[config.mk]
export PLATFORM = sky130hd
export DESIGN_NAME = bus_rr_controller
export DESIGN_NICKNAME = d
export VERILOG_FILES = /design/src/rtl/bus_rr_controller.sv
export SDC_FILE = /design/constraint.sdc
export NUM_CORES = 1
export LEC_CHECK = 0
export CAP_MARGIN = 20
export CORE_ASPECT_RATIO = 1.75
export CORE_MARGIN = 3
export CORE_UTILIZATION = 45
export CTS_BUF_LIST = sky130_fd_sc_hd__clkbuf_4 sky130_fd_sc_hd__clkbuf_8 sky130_fd_sc_hd__clkbuf_16
export CTS_CLUSTER_DIAMETER = 80
export DETAILED_ROUTE_END_ITERATION = 8
export PLACE_DENSITY_LB_ADDON = 0.2
export SYNTH_ARGS = -nofsm -noshare
export SYNTH_HDL_FRONTEND = slang
export SYNTH_SLANG_ARGS = --single-unit
[constraint.sdc]
create_clock -name clk -period 5.5 [get_ports clk]
set_input_delay 0.55 -clock clk [delete_from_list [all_inputs] [get_ports clk]]
set_output_delay 0.55 -clock clk [all_outputs]
set_load 0.1 [all_outputs]
[src/rtl/bus_rr_controller.sv]
// -----------------------------------------------------------------------------
// bus_rr_controller
//
// Central controller for a shared parallel bus. Arbitrates round-robin among
// driver FIFOs with data pending, pops one packet from the winner, decodes the
// destination byte in the packet's top bits and pushes the unmodified packet
// into the destination driver (or every other driver on a broadcast ID).
// One packet moves per four clock cycles: IDLE -> POP -> ROUTE -> PUSH.
//
// Handshake: pop[i] and push[i] are single-cycle strobes with no back-pressure.
// A driver asserting pndng[i] guarantees D_pop[i] holds its FIFO head until the
// cycle its pop strobe is seen; the packet is sampled at the edge that ends the
// pop cycle. A receiving driver must accept D_push[i] in the cycle push[i] is
// high.
//
// Ports:
//   clk       bus clock, rising edge
//   reset     asynchronous active-low reset
//   pndng     per-driver "FIFO not empty"
//   D_pop     per-driver FIFO head word (first-word-fall-through)
//   pop       per-driver pop strobe (at most one bit set)
//   push      per-driver push strobe (high only in PUSH)
//   D_push    per-driver delivered packet (zero outside PUSH)
//   grant_id  index of the driver currently or last granted
//   busy      high whenever the FSM is not IDLE
//   drop_cnt  saturating count of discarded packets
// -----------------------------------------------------------------------------
module bus_rr_controller #(
    parameter int          pckg_sz   = 16,
    parameter int          drvrs     = 4,
    parameter logic [7:0]  broadcast = 8'hFF
) (
    input  logic                            clk,
    input  logic                            reset,
    input  logic [drvrs-1:0]                pndng,
    input  logic [drvrs-1:0][pckg_sz-1:0]   D_pop,
    output logic [drvrs-1:0]                pop,
    output logic [drvrs-1:0]                push,
    output logic [drvrs-1:0][pckg_sz-1:0]   D_push,
    output logic [7:0]                      grant_id,
    output logic                            busy,
    output logic [15:0]                     drop_cnt
);

    localparam int IDX_W = $clog2(drvrs);

    typedef enum logic [1:0] {
        IDLE  = 2'd0,
        POP   = 2'd1,
        ROUTE = 2'd2,
        PUSH  = 2'd3
    } state_t;

    state_t                          state_q,   state_d;
    logic [IDX_W-1:0]                rr_ptr_q,  rr_ptr_d;
    logic [IDX_W-1:0]                win_q,     win_d;
    logic [pckg_sz-1:0]              pkt_q,     pkt_d;
    logic [drvrs-1:0]                pop_q,     pop_d;
    logic [drvrs-1:0]                push_q,    push_d;
    logic [drvrs-1:0][pckg_sz-1:0]   d_push_q,  d_push_d;
    logic [15:0]                     drop_cnt_q, drop_cnt_d;

    // Round-robin search: candidates run rr_ptr+1, rr_ptr+2, ... with wrap.
    // The loop walks from the farthest offset to the nearest so the last hit
    // written is the closest pending driver after the last grant.
    logic [IDX_W:0]   cand;
    logic [IDX_W-1:0] sel;
    logic             sel_vld;

    always_comb begin
        cand    = '0;
        sel     = '0;
        sel_vld = 1'b0;
        for (int off = drvrs; off >= 1; off--) begin
            cand = {1'b0, rr_ptr_q} + (IDX_W+1)'(off);
            if (cand >= (IDX_W+1)'(drvrs)) begin
                cand = cand - (IDX_W+1)'(drvrs);
            end
            if (pndng[cand[IDX_W-1:0]]) begin
                sel     = cand[IDX_W-1:0];
                sel_vld = 1'b1;
            end
        end
    end

    logic [7:0] dest;
    assign dest = pkt_q[pckg_sz-1 -: 8];

    always_comb begin
        state_d    = state_q;
        rr_ptr_d   = rr_ptr_q;
        win_d      = win_q;
        pkt_d      = pkt_q;
        pop_d      = '0;
        push_d     = '0;
        d_push_d   = '0;
        drop_cnt_d = drop_cnt_q;

        case (state_q)
            IDLE: begin
                if (sel_vld) begin
                    pop_d[sel] = 1'b1;
                    win_d      = sel;
                    state_d    = POP;
                end
            end
            POP: begin
                // Pop strobe is visible this cycle; the head word is taken at
                // the edge that ends it. The winner becomes lowest priority.
                pkt_d    = D_pop[win_q];
                rr_ptr_d = win_q;
                state_d  = ROUTE;
            end
            ROUTE: begin
                // Broadcast is decoded first so it wins even if the ID
                // happened to fall inside the driver range.
                if (dest == broadcast) begin
                    for (int i = 0; i < drvrs; i++) begin
                        if (IDX_W'(i) != win_q) begin
                            push_d[i]   = 1'b1;
                            d_push_d[i] = pkt_q;
                        end
                    end
                end else if ((dest < 8'(drvrs)) && (dest != 8'(win_q))) begin
                    push_d[dest[IDX_W-1:0]]   = 1'b1;
                    d_push_d[dest[IDX_W-1:0]] = pkt_q;
                end else if (drop_cnt_q != 16'hFFFF) begin
                    drop_cnt_d = drop_cnt_q + 16'd1;
                end
                state_d = PUSH;
            end
            PUSH: begin
                state_d = IDLE;
            end
            default: begin
                state_d = IDLE;
            end
        endcase
    end

    always_ff @(posedge clk or negedge reset) begin
        if (!reset) begin
            state_q    <= IDLE;
            rr_ptr_q   <= IDX_W'(drvrs - 1);
            win_q      <= '0;
            pkt_q      <= '0;
            pop_q      <= '0;
            push_q     <= '0;
            d_push_q   <= '0;
            drop_cnt_q <= '0;
        end else begin
            state_q    <= state_d;
            rr_ptr_q   <= rr_ptr_d;
            win_q      <= win_d;
            pkt_q      <= pkt_d;
            pop_q      <= pop_d;
            push_q     <= push_d;
            d_push_q   <= d_push_d;
            drop_cnt_q <= drop_cnt_d;
        end
    end

    assign pop      = pop_q;
    assign push     = push_q;
    assign D_push   = d_push_q;
    assign grant_id = 8'(win_q);
    assign busy     = (state_q != IDLE);
    assign drop_cnt = drop_cnt_q;

endmodule

==> out/metrics.cfg, run 1 <==
[worst_setup_path]
regToRegSetupSlack_ps=2960
worst_ep_arrival_time_ps=2600
cp-start-kind=flop
critPathBufInv=1
crit_start=win_q[1]
endpoint_kind=output port
endpoint=grant_id[1]
crit_family=buffers and inverters
r2r_cells=4
worstPathCellList=clkdlybuf4s50_1
required_ps=4950
crit_cells=1
criticalPathCategory=reg2out
slowest_delay_ps=1290
r2r_end=D_push[11]
path_max_fanout=23
r2r-start=win_q[1]
crit_slowest_cell=clkdlybuf4s50_1

[place]
port_buffers=160
dp_cells=623
globalplace.congestion=0.747
dp_slack_ps=2670
dp_hpwl_um=8050

[timing]
rsz0062_at_grt=no
fin_crit_sh_pct=57.2
fmax_ghz=0.318
min_period_ps=3150
clock_skew_ps=7.22
hold_viol=0
whs_ps=229
final_max_slew_viol_count=0
setup-violations-final=0
timing.setup.tns_ps=0
final.setup.worst_slack_ps=2350
tightest_slew_ps=1030
slew-limit-headroom_pct=31.4

[job]
max_cap_violations=0

[route]
drc_errors=0
ant_nets=0
viasPerCell=5.09
wl_um=10300
vias=3249
first_pass_iters=4
drt_iter0_drc=89
wl_per_cell_um=16.2

[die]
pin_count=167
die_area_sq_mm=0.0115
num_rows=48
initial_utilization_pct=46.4
die_h_um=140
die_w_um=82.4
coreArea_sq_mm=0.00991

[cts]
clkSlewWorstSetupHoldPaths_ps=60
numClockSinks=110
cts_resized=0
cts_tree=built
holdBufCountCts=0
clock_latency_ps=340
htree_levels=3
cts_buffers=9
clock-root-buffer=clkbuf_16
clk_path_buf_depth=2
post_cts_buffers=0

[global_route]
grt_overflow=0
grt_max_degree=60
grt_use_total_pct=19.3
antenna_found_initial=0
grt_pass1_wl_um=16700
grt_pass1_vias=3407

[synthesis]
synthDistinctLibCells=46
synthFlopType=dfrtp_1
seq_area_frac_synth_pct=59.9
synth_edf_count=0
yosys_register_bits=110
ys_async_sr_fraction_pct=100
syn_area_sq_mm=0.00460
postSynthAreaPerCell_sq_um=13.0
synthCells=355
yosys_warnings=0

[power]
vdd_drop_max_uv=358
p_leak_nw=2.83
powerDensity_mw_per_mm2=439

[finish]
layout-drive-gt1-share_pct=15.0
area_growth_pct=42.7
instances_no_fill=638
diodes=0
nets=583
final_util_pct=66.3

[worst_hold_path]
min_path_type=in2async

[run_status]
status=complete, no violations

metal layers:
layer / share of wire (%) / GRT usage (%) / vias up
li1: - / - / 1502
met1: 35 / 21.2 / 1619
met2: 58 / 34.7 / 112
met3: 5.6 / 4.66 / 16
met4: 1.8 / 6.74 / 0
met5: 0 / 0 / -
metrics by stage:
step                      area [sq um]  power (mW)
after detailed placement          6240        2.22
after global routing              6570        3.03
after CTS                         6570        2.92
final                             6570        2.89
after floorplan                   4620        1.95
after global placement            6240        2.19
worst min-delay path by stage:
stage,endpoint,cells past startpoint,slack [ps]
after floorplan,D_push[0],0,250
after global placement,drop_cnt[15],1,480
after detailed placement,D_push[35],1,500
after CTS,drop_cnt[6],1,250
after global routing,drop_cnt[7],1,280
final,drop_cnt[6],1,230
logic make-up after synthesis:
logic type      count (synthesis)  share of synthesized area, %
xor+xnor                       16                          3.21
flops                         110                          59.9
other cells                     1                        0.0815
buf+inv                        31                          3.75
mux                            36                          12.7
simple gates                  135                          15.1
compound gates                 22                          4.13
fa+ha+maj                       4                          1.09
cell usage after synthesis (5+ instances only):
cell,instances,area share (%)
nand2_1,24,2.0
nor2_1,48,3.9
nor2b_1,5,0.68
nor2_2,10,1.4
dfrtp_1,108,59
and3_1,9,1.2
inv_1,7,0.57
buf_2,6,0.65
clkbuf_1,6,0.49
and2_1,13,1.8
xnor2_1,12,2.3
buf_4,9,1.5
mux4_2,16,7.8
nand3_1,12,1.3
mux2_2,19,4.7
power breakdown:
group | switching, mW | leakage, nW | total (mW) | internal (mW)
logic | 0.686 | 1.20 | 1.11 | 0.421
registers | 0.160 | 1.47 | 1.09 | 0.934
clock network | 0.273 | 0.159 | 0.683 | 0.410
state kept, by name, indices dropped and copies added, names as in the netlist:
register,cells
D_push,64
win_q,2
drop_cnt,16
pop,4
push,4
pkt_q,16
rr_ptr_q,2
state_q,2
layout make-up:
| class | count | area, sq um |
|---|---|---|
| clock buffers | 10 | 239 |
| fillers | 747 | 3340 |
| repair buffers | 162 | 1610 |
| inverters | 7 | 26.3 |
| clock inverters | 5 | 82.6 |
| well taps | 125 | 156 |
| multi-input cells | 219 | 1690 |
| flip-flops and latches | 110 | 2760 |
cell usage in the layout (no fill, tap or decap), drive strengths merged, types with 2 or more instances in the layout:
cell type / synthesis / layout
a21oi: 4 / 4
o21ai: 5 / 5
dfstp: 2 / 2
clkdlybuf4s50: 0 / 159
a31o: 3 / 3
a21o: 2 / 2
and2: 13 / 13
conb: 1 / 6
mux4: 16 / 16
clkbuf: 6 / 10
nand2: 24 / 24
ha: 4 / 4
buf: 18 / 3
xor2: 4 / 4
inv: 7 / 8
nand4: 4 / 4
bufinv: 0 / 2
nor2b: 5 / 5
or2: 2 / 2
nand3: 12 / 12
and4: 3 / 3
xnor2: 12 / 12
mux2: 19 / 19
clkinv: 0 / 2
dfrtp: 108 / 108
and3: 9 / 9
nor2: 58 / 58
Power figures use the tool's default switching activity.
==> run 2: changes to the inputs <==
Clock period 5.5 ns to 3 ns, I/O delays scaled along.
==> run 2 against run 1 <==
  * Utilization fell by 0.44 points
  * Critical endpoint is now D_push[50]
  * Global-route usage hardly changed
  * Clock skew up 1.6 ps
  * Largest power group unchanged
  * Largest cell class unchanged
  * Worst hold slack gained 270 ps
==> out/metrics.cfg, run 2 (synthesis gave the netlist of run 1 again) <==
[power]
vdd_drop_max_uv=799  ; +120%
p_leak_nw=2.90  ; +2.6%
pwr-share-clk_pct=23.5  ; -0.2 points
switching_share_pct=38.8  ; about the same
p_comb_share_pct=39.2  ; +0.8 points
seq_power_share_pct=37.3  ; -0.6 points
internal-power_mw=3.22  ; +82%
powerDensity_mw_per_mm2=806  ; +83%
p_sw_mw=2.04  ; +82%

[cts]
clock-root-buffer=clkbuf_16
htree_levels=3  ; unchanged
clock_latency_ps=340  ; about the same
post_cts_buffers=0  ; unchanged
clk_path_buf_depth=2  ; unchanged
numClockSinks=110  ; unchanged
cts_buffers=9  ; unchanged
cts_tree=built
clkSlewWorstSetupHoldPaths_ps=70  ; about the same

[finish]
diodes=0  ; unchanged
area_growth_pct=41.7
fill_cells=781  ; +4.6%
layout_commonest_cell=clkdlybuf4s50_1
layout-drive-gt1-share_pct=21.7  ; +6.7 points
layout_common_cells=clkdlybuf4s50_1, dfrtp_1, nor2_1, buf_4, nand2_1
largest_reg_flops=64  ; unchanged
nets=587  ; +0.69%

[place]
dp_hpwl_um=8060  ; about the same
globalplace.congestion=0.727  ; -2.7%
port_buffers=160  ; unchanged

[route]
first_pass_iters=5  ; +1
viasPerCell=5.07  ; -0.35%
drt_iter0_drc=120  ; +35%
wl_um=10400  ; +0.45%
ant_nets=0  ; unchanged
drc_errors=0  ; unchanged
vias=3258  ; +0.28%
wl_per_cell_um=16.1  ; -0.18%

[timing]
fin_crit_sh_pct=71.0
fmax_ghz=0.470
tightest_slew_ps=999  ; -26.2 ps
final_max_slew_viol_count=0  ; unchanged
hold_viol=0  ; unchanged
clock_skew_ps=8.79  ; +1.57 ps
timing.setup.tns_ps=0  ; unchanged
whs_ps=504  ; +275 ps
rsz0062_at_grt=no
slew-limit-headroom_pct=33.2  ; +1.8 points
min_period_ps=2130
setup-violations-final=0  ; unchanged

[worst_setup_path]
worst_ep_arrival_time_ps=1830  ; -770 ps
path_max_fanout=1  ; -96%
r2r_end=drop_cnt[8]
r2r-start=state_q[0]
cp-start-kind=flop
required_ps=2700  ; -2250 ps
slowest_delay_ps=1130  ; -160 ps
crit_slowest_cell=clkdlybuf4s50_1
endpoint_kind=output port
crit_family=buffers and inverters
crit_cells=1  ; unchanged
worstPathCellList=clkdlybuf4s50_1
criticalPathCategory=reg2out
r2r_cells=6  ; +2
crit_start=D_push[50]
critPathBufInv=1  ; unchanged
endpoint=D_push[50]
regToRegSetupSlack_ps=1050  ; -1910 ps

[global_route]
grt_max_degree=65  ; +8.3%
grt_overflow=0  ; unchanged
antenna_found_initial=0  ; unchanged
grt_pass1_wl_um=16900  ; +1.2%
grt_use_total_pct=19.3  ; about the same
gr-max-usage-layer=met2
met1_usage_pct=21.0  ; -0.13 points
met2_usage_pct=34.6  ; -0.17 points
grtUsageMet3_pct=4.86  ; +0.19 points
grt_pass1_vias=3447  ; +1.2%

[run_status]
status=complete, no violations

[die]
coreArea_sq_mm=0.00991  ; unchanged
pin_count=167  ; unchanged
num_rows=48  ; unchanged
initial_utilization_pct=46.4  ; unchanged
die_h_um=140  ; unchanged
die_area_sq_mm=0.0115  ; unchanged
die_w_um=82.4  ; unchanged

[job]
max_cap_violations=0  ; unchanged

[worst_hold_path]
holdCritStartpoint=drop_cnt[15]
min_path_type=reg2reg

==> run 2: cell type report <==
type                    count  area, sq um  share of cell area [%]
clock inverters             4         72.6                    1.11
well taps                 125          156                    2.40
multi-input cells         219         1690                    25.9
inverters                   7         26.3                   0.403
repair buffers            166         1580                    24.2
flip-flops and latches    110         2760                    42.2
clock buffers              11          240                    3.68
==> run 2: worst min-delay path by stage <==
stage               slack [ps]            to  cells after the start
floorplan                    4     D_push[0]                      0
global placement           340   drop_cnt[8]                      1
detailed placement         350  drop_cnt[10]                      1
CTS                        500  drop_cnt[15]                      1
global route               540   drop_cnt[7]                      1
finish                     500  drop_cnt[15]                      1
==> run 2: worst register-to-register path, cell delays in order, from the launching register on <==
cell     delay [ps]
dfrtp_1         400
inv_1            80
ha_1            380
o21ai_0         280
nor3b_4         390
nand3_1         160
xnor2_1         150
==> run 2: power by group through the flow <==
stage,Clock [mW],Sequential (mW),Combinational [mW]
after global placement,0,1.97,2.05
after floorplan,0,2.42,1.15
after detailed placement,0,1.99,2.08
after CTS,1.26,1.96,2.09
final,1.24,1.96,2.06
after global routing,1.33,1.99,2.22
==> run 2: timing repair <==
action | 4_1_cts | 5_1_grt
gates resized for setup | 0 | 0
endpoints found under the setup margin | 0 | 0
hold buffers | 1 | 0
endpoints found under the hold margin | 46 | 0
==> run 2: routing by layer <==
metal  share of wire (%)  up-vias  wire length [um]
met5                   0        -                 0
met4                 2.4        0               245
met3                 5.8       21               603
met2                  57      115              5900
met1                  35     1617              3600
li1                    -     1505                 -
==> run 2: through the flow <==
step / cell area [sq um] / setup WS [ps] / instances / utilization (%) / total power [mW]
6_report: 6520 / 871 / 642 / 65.8 / 5.26
5_1_grt: 6520 / 817 / 642 / 65.8 / 5.54
4_1_cts: 6520 / 843 / 642 / 65.8 / 5.31
3_5_place_dp: 6200 / 1020 / 626 / 62.6 / 4.07
3_3_place_gp: 6200 / 1060 / 626 / 62.6 / 4.02
2_1_floorplan: 4620 / 611 / 360 / - / 3.57
==> RTL change 1 (flow settings as in run 1) <==
The parameter `pckg_sz` goes from 16 to 32.
--- a/src/rtl/bus_rr_controller.sv
+++ b/src/rtl/bus_rr_controller.sv
@@ -27,5 +27,5 @@
 // -----------------------------------------------------------------------------
 module bus_rr_controller #(
-    parameter int          pckg_sz   = 16,
+    parameter int          pckg_sz   = 32,
     parameter int          drvrs     = 4,
     parameter logic [7:0]  broadcast = 8'hFF
Interface: changed (resized D_pop and D_push); port bits go from 167 to 295. The function was not compared with the original's and may differ.
==> RTL change 1 against run 1 <==
  * Count of clock-buffer cells in the layout up 8
  * Area after synthesis is 61% higher
  * Worst setup slack lost 0.15 ns
  * Final area increased by 68%
  * First-iteration DRC count grew to 2.5 times the old value
  * Critical path depth unchanged
  * Power rose by 60%
  * Sequential power grew 63%
  * Wire length is 98% higher
  * Sequential cell count is 80 higher
  * Largest cell class unchanged
  * Largest power group is now registers
==> RTL change 1: results (changes against run 1) <==
- Max reg flops: 128 (+100%)
- Number of global-route vias before repair: 5,714 (+68%)
- Worst R2R Path Depth: 5 (+1)
- Share of layout cells above drive strength 1: 14.32% (-0.69 points)
- Max Clock Skew: 0.01282 ns (+0.005606 ns)
- YS warnings: 0 (unchanged)
- Reg2reg end: drop_cnt[15]
- 1st-pass router iterations: 5 (+1)
- NumNets Final: 977 (+68%)
- Placed Area: 10,380 sq um (+66%)
- Largest net degree at the start of global routing: 89 (+48%)
- Flop-to-flop setup slack: 2.97 ns (about the same)
- Worst-margin pin slew: 1.091 ns (+0.06567 ns)
- Status: complete, no violations
- Port Buf Inserts: 288 (+80%)
- Register area share after synthesis: 64.32% (+4.4 points)
- Drt total wl: 20,420 um (+98%)
- Sw Ratio: 37.78% (-1.0 points)
- Gr usage total: 22.93% (+3.7 points)
- Later-pin clock latency in the skew report: 0.43 ns (+0.09 ns)
- CP Max Fanout: 39 (+70%)
- H-Tree Depth: 4 (+1)
- 1st-iter DRT viols: 225 (+150%)
- Leak Pwr: 4.672 nW (+65%)
- Final GP Congestion: 0.8158 (+9.2%)
- Distinct cell type count after synthesis: 45 (-2.2%)
- Logic pwr share: 35.6% (-2.8 points)
- Worst-path clk slew: 0.08 ns (+0.02 ns)
- Vias: 5,401 (+66%)
- Sequential power: 1.78 mW (+63%)
- Max VDD drop: 0.2635 mV (-26%)
- Hpwl dp: 14,820 um (+84%)
==> RTL change 1: logic make-up after synthesis <==
logic type | after synthesis | synth area share (%)
xor gates and xnor gates | 15 | 1.776
other | 1 | 0.05070
buffers and inverters | 47 | 3.620
AOI/OAI and AO/OA | 17 | 1.506
and+or+nand+nor | 217 | 12.69
DFF | 190 | 64.32
muxes | 69 | 15.36
adders and majority gates | 4 | 0.6767
==> RTL change 1: cell type report <==
cell class | count | area (sq um)
clock buffer | 18 | 439.2
tap | 189 | 236.5
inverter | 8 | 30.03
clock inverter | 14 | 148.9
fill | 1149 | 5006
multi-input combinational | 328 | 2439
timing repair buffer | 294 | 2969
sequential | 190 | 4760
==> RTL change 1: how the worst max path moves through the flow <==
stage / cells past startpoint / to / from / slack [ns]
2_1_floorplan: 6 / drop_cnt[1] / drop_cnt[0] / 2.99
3_3_place_gp: 1 / grant_id[1] / win_q[1] / 2.65
3_5_place_dp: 1 / grant_id[1] / win_q[1] / 2.60
4_1_cts: 1 / grant_id[1] / win_q[1] / 2.13
5_1_grt: 1 / grant_id[1] / win_q[1] / 2.10
6_report: 1 / grant_id[1] / win_q[1] / 2.20
==> RTL change 1: per-stage QoR <==
stage,setup slack (ns),std cells,util [%],power [mW],hold slack [ns]
6_report,2.202,1041,68.77,4.616,0.1687
5_1_grt,2.102,1041,68.77,4.841,0.2235
4_1_cts,2.132,1039,68.42,4.665,0.1889
3_5_place_dp,2.603,1007,64.75,3.465,0.4960
3_3_place_gp,2.652,1007,64.75,3.404,0.4850
2_1_floorplan,2.988,565,-,2.985,0.2544
==> RTL change 1: per-layer routing <==
metal  GRT usage [%]  vias up  routed length (um)
li1                -     2430                   -
met1           24.04     2704                6722
met2           42.02      227               11570
met3           5.366       40                1373
met4           10.32        0                 753
met5               0        -                   0
==> RTL change 2 (flow settings as in run 1) <==
Without the edit above. `d_push_q` no longer has a reset.
--- a/src/rtl/bus_rr_controller.sv
+++ b/src/rtl/bus_rr_controller.sv
@@ -147,5 +147,4 @@
             pop_q      <= '0;
             push_q     <= '0;
-            d_push_q   <= '0;
             drop_cnt_q <= '0;
         end else begin
@@ -156,7 +155,10 @@
             pop_q      <= pop_d;
             push_q     <= push_d;
-            d_push_q   <= d_push_d;
             drop_cnt_q <= drop_cnt_d;
         end
+    end
+
+    always_ff @(posedge clk) begin
+        d_push_q <= d_push_d;
     end
 
Function: differs if reset is asserted again (counterexample within 4 cycles, from zero or initial values and one cycle with reset low); with reset held inactive, the same outputs for 10 cycles.
==> RTL change 2 against run 1 <==
  * Critical path depth is 1 higher
  * Final area is 6.1% lower
  * Worst setup slack better by 0.28 ns
  * Via count is 1.3% lower
  * Clock power is 10% lower
  * Maximum frequency is 9.6% higher
  * Sequential cell count stayed put
  * Power is 2.4% lower
  * Area after synthesis is 8.5% lower
  * Wire length is 3.4% lower
  * Cell count is 0.47% higher
  * Critical path type unchanged
  * Worst hold slack better by 0.057 ns
==> RTL change 2: results (changes against run 1) <==
- Register area share after synthesis: 57.81% (-2.1 points)
- Leak Pwr: 2.358 nW (-17%)
- Root Buffer: clkbuf_16
- DP Cell Count: 624 (+0.16%)
- Status: complete, no violations
- Critical Path AT: 2.32 ns (-0.28 ns)
- RR Startpoint: state_q[0]
- Met3 WL post-DR: 621 um (+8.2%)
- Placed Area: 5861 sq um (-6.1%)
- Final GP Congestion: 0.8613 (+15%)
- Routed len/inst: 15.53 um (-3.9%)
- 1st-pass router iterations: 5 (+1)
- Gr usage total: 19.86% (+0.60 points)
- HP Class: in2async
- Max Clock Skew: 0.006781 ns (-0.0004363 ns)
- Max incr delay on CP: 1.17 ns (-0.12 ns)
- M1 WL: 3368 um (-6.3%)
- Final Total Pwr: 2.815 mW (-2.4%)
- Port Buf Inserts: 160 (unchanged)
- Ys async rst share: 41.82% (-58 points)
- CTS Buf Count: 9 (unchanged)
- Max VDD drop: 0.5449 mV (+52%)
- Commonest cells post-synth: nor2_1, dfxtp_1, dfrtp_1
- Post-synth EDFFs: 0 (unchanged)
- Via-to-Cell Ratio: 5.005 (-1.7%)
- Worst-path clk slew: 0.07 ns
- 1st-iter DRT viols: 125 (+40%)
- Multi-input gate area: 1634 sq um (-3.4%)
- CP delay by family, top: buffers and inverters
- NumNets Final: 590 (+1.2%)
- # Post-CTS Setup Buffers: 0 (unchanged)
- Clock power share: 21.8% (-1.9 points)
- Flop-to-flop setup slack: 3.09 ns (+0.13 ns)
- Number of global-route vias before repair: 3,323 (-2.5%)
- # fillers: 736 (-1.5%)
- WL met2: 5720 um (-3.8%)
- Largest net degree at the start of global routing: 47 (-22%)
- Net Sw Power: 1.136 mW (+1.5%)
- Share of layout cells above drive strength 1: 12.86% (-2.1 points)
- Synth area leaders: dfxtp_1, dfrtp_1, mux4_2
- CP Max Fanout: 16 (-30%)
- Max-Slew Margin vs Limit: 30.67% (-0.75 points)
- First-pass GRT wire length: 16,130 um (-3.5%)
- Core Rows: 46 (-4.2%)
- Drt total wl: 9953 um (-3.4%)
- Gate Count Post-Synth: 360 (+1.4%)
- Comb group: 1.14 mW
- Hold_ws: 0.2856 ns (+0.05685 ns)
- Hpwl dp: 7824 um (-2.8%)
- Place WS: 2.975 ns (+0.3043 ns)
- Reg2reg end: drop_cnt[9]
- Fin worst setup slack: 2.631 ns (+0.2769 ns)
- Worst R2R Path Depth: 6 (+2)
-- RTL change 2: cell types whose count changed after synthesis, moves of 4 or more --
cell,change
a2111oi_0,+6
and2_1,-4
and3_1,-6
dfrtp_1,-64
dfxtp_1,+64
nand3_1,-4
nand4_1,+5
nor2_1,+17
nor2_2,-10
o21ai_0,+4
-- RTL change 2: kinds of logic after synthesis --
group / share of synthesized area [%]
AO/OA/AOI/OAI: 4.575
multiplexers: 13.87
AND/OR/NAND/NOR: 15.12
adder cells (fa/ha/maj): 1.188
XOR/XNOR: 3.506
flip-flops: 57.81
other: 0.08904
buffers and inverters: 3.832
-- RTL change 2: routing by layer --
metal  track usage [%]  vias up
met5                 0        -
met1             20.11     1537
met2             37.62      126
met4             8.031        0
li1                  -     1527
met3             5.040       18
-- RTL change 2: cell type report --
cell class | count | area share (%)
flip-flops and latches | 110 | 39.51
clock inverters | 5 | 0.6701
multi-input cells | 225 | 26.52
inverters | 6 | 0.3655
well taps | 120 | 2.437
repair buffers | 164 | 26.40
clock buffers | 11 | 4.102
